<file path="config.mk">
export PLATFORM = sky130hd
export DESIGN_NAME = count_direction_decoder
export DESIGN_NICKNAME = d
export VERILOG_FILES = /design/src/rtl/count_direction_decoder.sv
export SDC_FILE = /design/constraint.sdc
export NUM_CORES = 1
export LEC_CHECK = 0
export BUFFER_PORTS_ARGS = -buffer_cell sky130_fd_sc_hd__buf_2
export CORE_MARGIN = 2
export CORE_UTILIZATION = 35
export CTS_CLUSTER_DIAMETER = 60
export DETAILED_ROUTE_END_ITERATION = 8
export GPL_TIMING_DRIVEN = 0
export HOLD_SLACK_MARGIN = 0.15
export PLACE_DENSITY = 0.52
export RECOVER_POWER = 100
export SETUP_SLACK_MARGIN = 0.05
export SLEW_MARGIN = 20
export SYNTH_ARGS = -nofsm -noshare
export SYNTH_HDL_FRONTEND = slang
export SYNTH_SLANG_ARGS = --single-unit
export TNS_END_PERCENT = 1
</file>
<file path="constraint.sdc">
create_clock -name clk_i -period 4.2 [get_ports clk_i]
set_input_delay 0.63 -clock clk_i [delete_from_list [all_inputs] [get_ports clk_i]]
set_output_delay 0.63 -clock clk_i [all_outputs]
set_load 0.005 [all_outputs]
</file>
<file path="src/rtl/count_direction_decoder.sv">
// ---------------------------------------------------------------------------
// count_direction_decoder
//
// Purpose:
//   Observes the value bus of an up/down counter and recovers the counting
//   direction from the sequence of sampled values alone.
//
//   Each enabled sample is compared against the previous enabled sample:
//     * a step of +1 establishes the UP direction,
//     * a step of -1 (mod 2^WIDTH) establishes the DOWN direction,
//     * a step of 0 is a hold,
//     * anything else is an illegal step.
//
//   The block also flags wrap-around steps (MAX->0 and 0->MAX) and legal steps
//   that go against the established direction (reversals). It keeps
//   saturating counts of illegal steps and reversals.
//
// Ports:
//   clk_i        rising-edge clock
//   rst_i        synchronous, active-high reset
//   en_i         sample enable; count_in_i is only evaluated when en_i = 1
//   count_in_i   observed counter value (WIDTH bits)
//   dir_o        recovered direction, 1 = up, 0 = down (valid with dir_valid_o)
//   dir_valid_o  direction established by a legal +/-1 step
//   hold_o       one-cycle pulse: sample equals previous sample
//   step_err_o   one-cycle pulse: step is not 0, +1 or -1
//   wrap_up_o    one-cycle pulse: step from MAX to 0
//   wrap_down_o  one-cycle pulse: step from 0 to MAX
//   rev_o        one-cycle pulse: legal step against the established direction
//   err_cnt_o    saturating count of step_err_o events (ECW bits)
//   rev_cnt_o    saturating count of rev_o events (ECW bits)
//
// All outputs are driven directly from registers.
// ---------------------------------------------------------------------------
module count_direction_decoder #(
   parameter int unsigned WIDTH = 8,
   parameter int unsigned ECW   = 8
) (
   input  logic             clk_i,
   input  logic             rst_i,
   input  logic             en_i,
   input  logic [WIDTH-1:0] count_in_i,
   output logic             dir_o,
   output logic             dir_valid_o,
   output logic             hold_o,
   output logic             step_err_o,
   output logic             wrap_up_o,
   output logic             wrap_down_o,
   output logic             rev_o,
   output logic [ECW-1:0]   err_cnt_o,
   output logic [ECW-1:0]   rev_cnt_o
);

   // State encoding. All four codes are used, so the state register has no
   // unreachable values.
   localparam logic [1:0] ST_EMPTY  = 2'd0;
   localparam logic [1:0] ST_PRIMED = 2'd1;
   localparam logic [1:0] ST_UP     = 2'd2;
   localparam logic [1:0] ST_DOWN   = 2'd3;

   localparam logic [WIDTH-1:0] CNT_ZERO = {WIDTH{1'b0}};
   localparam logic [WIDTH-1:0] CNT_MAX  = {WIDTH{1'b1}};
   localparam logic [WIDTH-1:0] STEP_ONE = {{(WIDTH-1){1'b0}}, 1'b1};
   localparam logic [ECW-1:0]   ECNT_MAX = {ECW{1'b1}};
   localparam logic [ECW-1:0]   ECNT_ONE = {{(ECW-1){1'b0}}, 1'b1};

   // Saturating increment for the event counters: sticks at all-ones.
   function automatic logic [ECW-1:0] sat_inc(input logic [ECW-1:0] value);
      logic [ECW-1:0] result;
      if (value == ECNT_MAX) begin
         result = value;
      end else begin
         result = value + ECNT_ONE;
      end
      return result;
   endfunction

   // -----------------------------------------------------------------------
   // Registers and next-state values
   // -----------------------------------------------------------------------
   logic [1:0]       state_q,     state_d;
   logic [WIDTH-1:0] prev_q,      prev_d;
   logic             dir_q,       dir_d;
   logic             dir_valid_q, dir_valid_d;
   logic             hold_q,      hold_d;
   logic             step_err_q,  step_err_d;
   logic             wrap_up_q,   wrap_up_d;
   logic             wrap_down_q, wrap_down_d;
   logic             rev_q,       rev_d;
   logic [ECW-1:0]   err_cnt_q,   err_cnt_d;
   logic [ECW-1:0]   rev_cnt_q,   rev_cnt_d;

   // Step decode against the last enabled sample (modular subtraction, so
   // MAX->0 decodes as +1 and 0->MAX as -1 without special cases).
   logic [WIDTH-1:0] delta_s;
   logic             step_up_s;
   logic             step_down_s;
   logic             step_hold_s;

   // Decode the modular step between the current and the previous sample.
   always_comb begin
      delta_s     = count_in_i - prev_q;
      step_up_s   = (delta_s == STEP_ONE);
      step_down_s = (delta_s == CNT_MAX);
      step_hold_s = (delta_s == CNT_ZERO);
   end

   // Next-state logic: priming, step classification and event counting.
   always_comb begin
      // Registers hold and pulses clear unless an enabled sample says otherwise.
      state_d     = state_q;
      prev_d      = prev_q;
      dir_d       = dir_q;
      dir_valid_d = dir_valid_q;
      hold_d      = 1'b0;
      step_err_d  = 1'b0;
      wrap_up_d   = 1'b0;
      wrap_down_d = 1'b0;
      rev_d       = 1'b0;
      err_cnt_d   = err_cnt_q;
      rev_cnt_d   = rev_cnt_q;

      if (en_i) begin
         // The last enabled sample is always the new reference, so gaps in
         // en_i are invisible to the classification.
         prev_d = count_in_i;

         case (state_q)
            ST_EMPTY: begin
               // First sample after reset only primes the reference.
               state_d = ST_PRIMED;
            end

            ST_PRIMED, ST_UP, ST_DOWN: begin
               if (step_up_s) begin
                  dir_d       = 1'b1;
                  dir_valid_d = 1'b1;
                  state_d     = ST_UP;
                  // prev = MAX with a +1 step means the counter wrapped to 0.
                  wrap_up_d   = (prev_q == CNT_MAX);
                  if (state_q == ST_DOWN) begin
                     rev_d     = 1'b1;
                     rev_cnt_d = sat_inc(rev_cnt_q);
                  end else begin
                     rev_d     = 1'b0;
                  end
               end else if (step_down_s) begin
                  dir_d       = 1'b0;
                  dir_valid_d = 1'b1;
                  state_d     = ST_DOWN;
                  // prev = 0 with a -1 step means the counter wrapped to MAX.
                  wrap_down_d = (prev_q == CNT_ZERO);
                  if (state_q == ST_UP) begin
                     rev_d     = 1'b1;
                     rev_cnt_d = sat_inc(rev_cnt_q);
                  end else begin
                     rev_d     = 1'b0;
                  end
               end else if (step_hold_s) begin
                  // Direction knowledge survives a hold unchanged.
                  hold_d = 1'b1;
               end else begin
                  // Illegal step: forget the direction but keep dir_q so the
                  // last known value remains observable. Dropping to PRIMED
                  // means the next legal step re-establishes direction
                  // without being counted as a reversal.
                  step_err_d  = 1'b1;
                  err_cnt_d   = sat_inc(err_cnt_q);
                  dir_valid_d = 1'b0;
                  state_d     = ST_PRIMED;
               end
            end

            default: begin
               // Unreachable with a 2-bit encoding; recover to a clean start.
               state_d     = ST_EMPTY;
               dir_valid_d = 1'b0;
            end
         endcase
      end else begin
         // No sample this edge: everything holds and pulses stay low.
         prev_d  = prev_q;
         state_d = state_q;
      end
   end

   // State and output registers with synchronous active-high reset.
   always_ff @(posedge clk_i) begin
      if (rst_i) begin
         state_q     <= ST_EMPTY;
         prev_q      <= {WIDTH{1'b0}};
         dir_q       <= 1'b0;
         dir_valid_q <= 1'b0;
         hold_q      <= 1'b0;
         step_err_q  <= 1'b0;
         wrap_up_q   <= 1'b0;
         wrap_down_q <= 1'b0;
         rev_q       <= 1'b0;
         err_cnt_q   <= {ECW{1'b0}};
         rev_cnt_q   <= {ECW{1'b0}};
      end else begin
         state_q     <= state_d;
         prev_q      <= prev_d;
         dir_q       <= dir_d;
         dir_valid_q <= dir_valid_d;
         hold_q      <= hold_d;
         step_err_q  <= step_err_d;
         wrap_up_q   <= wrap_up_d;
         wrap_down_q <= wrap_down_d;
         rev_q       <= rev_d;
         err_cnt_q   <= err_cnt_d;
         rev_cnt_q   <= rev_cnt_d;
      end
   end

   // Outputs come straight from the registers.
   assign dir_o       = dir_q;
   assign dir_valid_o = dir_valid_q;
   assign hold_o      = hold_q;
   assign step_err_o  = step_err_q;
   assign wrap_up_o   = wrap_up_q;
   assign wrap_down_o = wrap_down_q;
   assign rev_o       = rev_q;
   assign err_cnt_o   = err_cnt_q;
   assign rev_cnt_o   = rev_cnt_q;

endmodule

</file>
==> impl_metrics.yaml <==
outcome:
  status: "complete, no violations"
drt:
  post_drt_via_cell_ratio: 5.22
  wl_per_cell_um: 13.7
  first_pass_iters: 4
  drt_iter0_markers: 57
  wl_mm: 4.65
  ant_nets: 0
  drc: 0
  vias: 1768
clock_network:
  clkTransAtPathRegs_ps: 70
  postCtsSetupBuffers: 0
  cts_max_level: 2
  cts_hold_buf: 0
  cts_tree: "built"
  cts.path.max_buffers: 2
  insertion_delay_ps: 290
  cts_root_buffer: "clkbuf_8"
  clkSinkCount: 33
  cts_made_buffers: 5
  ctsResizeCount: 0
finish:
  layout_common_cells: "dfxtp_1 (33), buf_2 (23), nor2_1 (19)"
  seqCellArea_um2: 661
  drive_gt1_share_pct: 15.7
  final_common_cell: "dfxtp_1"
  multiInputGateArea_um2: 1210
  fin_nets: 288
  n_fill_cell: 603
  syn_to_final_growth_pct: 17.7
  final_util_pct: 42.2
  diodes: 0
setup_path:
  path_class: "in2reg"
  cp_num_buf_inv: 3
  worstPathMaxFanout: 3
  max_stage_delay_ps: 520
  required_ps: 4380
  worstSetupPathDepth: 12
  cpLargestDelayFamily: "compound AO/OA/AOI/OAI gates"
  rr_worst_depth: 10
  critPathLaunchType: "primary input"
  cp-end-kind: "flip-flop"
  slowest_stage: "a2111oi_0"
  crit_arrival_ps: 3550
  cp_cell_sequence: "buf_2 -> inv_1 -> ha_1 -> inv_1 -> fa_1 -> a211oi_1 -> nor2_1 -> xor2_1 -> a2111oi_4 -> nand4_1 -> a2111oi_0 -> mux2_2"
  path_common_cell: "inv_1"
placed_design:
  port_buffers: 32
  dp_hpwl_mm: 3.51
  pre_cts_ws_ps: 615
  routabilityCongestion: 0.751
min_path:
  min_path_cells: 2
  hp-class: "reg2reg"
yosys:
  syn_area_um2: 1960
  ys.flop_type: "dfxtp_1"
  synth_async_sr_flop_share_pct: 0
  synth_warnings: 0
  synth-seq-cells: 33
  syn_nets: 249
  ys_types: 51
  synth_edf_count: 0
  ys_seq_area_share_pct: 33.7
  avgSynthCellArea_um2: 8.64
  synthCells: 227
power_and_ir_drop:
  switching_power_mw: 0.203
  ir_drop_mv: 0.169
  power.density_nw_per_um2: 330
  p_int_mw: 0.560
  fin_total_pwr_mw: 0.763
  p_leak_nw: 0.921
  combPwrFrac_pct: 15.8
  seqPwrFrac_pct: 42.8
  clockPowerShare_pct: 41.4
  switching_share_pct: 26.6
timing:
  tns_ps: 0
  hold_viol_final: 0
  setup_ws_ps: 830
  drv_slew: 0
  fin_crit_ps: 3370
  rsz0062_at_grt: "no"
  fmax_ghz: 0.297
  worst_pin_slew_ps: 716
  clock_skew_ps: 6.35
  fin_crit_sh_pct: 80.2
  relSlewSlack_pct: 52.3
  setup_violations: 0
  timing.hold.ws_ps: 470
floorplan:
  core_area_um2: 5470
  ios: 34
  initial_core_util_pct: 35.8
  die_y_um: 78.9
  die_w_um: 78.9
  fp.dieArea_um2: 6220
  rows: 27
global_route:
  use_met1_pct: 22.2
  grt_busiest_layer: "met2"
  met3_usage_pct: 4.20
  first_global_vias: 1626
  gr-usage-met2_pct: 23.8
  antenna_found_initial: 0
  grtUsageTotal_pct: 15.9
  grt-ovfl-total: 0
  grt_max_degree: 11
  grt_pass1_wl_mm: 7.84
flow_run:
  maxCapViolations: 0
[power groups by stage]
stage / registers, mW / logic [mW] / clock network (mW)
6_report: 0.327 / 0.120 / 0.316
3_3_place_gp: 0.334 / 0.121 / 0
4_1_cts: 0.326 / 0.122 / 0.325
2_1_floorplan: 0.332 / 0.0916 / 0
5_1_grt: 0.328 / 0.135 / 0.340
3_5_place_dp: 0.334 / 0.121 / 0
[worst min-delay path: stages (launching register included)]
cell,delay [ps]
dfxtp_1,330
nand2_1,60
a21oi_1,40
[cells by family (layout without fill, tap and decap cells)]
| kind of cell | Yosys count | after routing | share of synthesized area, % |
|---|---|---|---|
| xor+xnor | 4 | 4 | 1.79 |
| compound gates | 57 | 57 | 20.9 |
| mux | 15 | 15 | 8.10 |
| buf+inv | 22 | 62 | 4.27 |
| simple gates | 85 | 85 | 23.9 |
| fa+ha+maj | 11 | 11 | 7.40 |
| flops | 33 | 33 | 33.7 |
[area by class of cell]
| type | count | area share [%] |
|---|---|---|
| multi-input cells | 172 | 52.4 |
| clock buffers | 7 | 3.74 |
| inverters | 15 | 2.44 |
| well taps | 72 | 3.90 |
| clock inverters | 1 | 1.30 |
| repair buffers | 32 | 6.45 |
| flip-flops and latches | 33 | 28.6 |
| plain buffers | 7 | 1.14 |
[Yosys cell counts (all sizes together) (2+ instances only)]
cell     instances  area [um^2]
xnor2            3         26.3
nor4             5         31.3
nor2b           10         62.6
nand3           13         65.1
or4              5         37.5
buf              2         8.75
dfxtp           33          661
nand2            6         22.5
a21oi           17         85.1
and2             3         18.8
o21ai           10         50.1
nand4            4         25.0
a21boi           2         15.0
a21o             4         30.0
nor3             5         25.0
clkbuf           5         18.8
mux2i            8         80.1
or3              3         23.8
o21bai           2         15.0
inv             15         56.3
mux2             7         78.8
nand2b           2         12.5
nor2            19         71.3
ha              10          125
a2111oi          2         42.5
o31ai            6         45.0
and3             5         31.3
[registers in the layout, indices dropped and copies added, names as in the netlist]
| signal | count |
|---|---|
| err_cnt_o | 8 |
| prev_q | 8 |
| rev_cnt_o | 8 |
| state_q | 2 |
| dir_o | 1 |
| dir_valid_o | 1 |
| hold_o | 1 |
| rev_o | 1 |
| step_err_o | 1 |
| wrap_down_o | 1 |
| wrap_up_o | 1 |
[metal layers]
layer	routed length [um]	up-vias	part of all wire (%)
met2	2000	35	43
li1	-	917	-
met5	0	-	0
met4	64	0	1.4
met3	210	7	4.5
met1	2370	809	51
[final timing paths]
path,from,to,slack [ps]
worst max register to register,prev_q[0]$_SDFFE_PP0P_,rev_cnt_o[4]$_SDFFE_PP0P_,920
worst min-delay path,state_q[1]$_SDFFE_PP0P_,rev_o$_SDFF_PP0_,470
worst min register to register,state_q[1]$_SDFFE_PP0P_,rev_o$_SDFF_PP0_,470
worst max-delay path,count_in_i[0],rev_cnt_o[4]$_SDFFE_PP0P_,830
[metrics by stage]
step           cell area [um^2]  instances
2_1_floorplan              1960        227
3_3_place_gp               2210        331
3_5_place_dp               2210        331
4_1_cts                    2330        339
5_1_grt                    2310        339
6_report                   2310        339
Power figures use the tool's default switching activity.
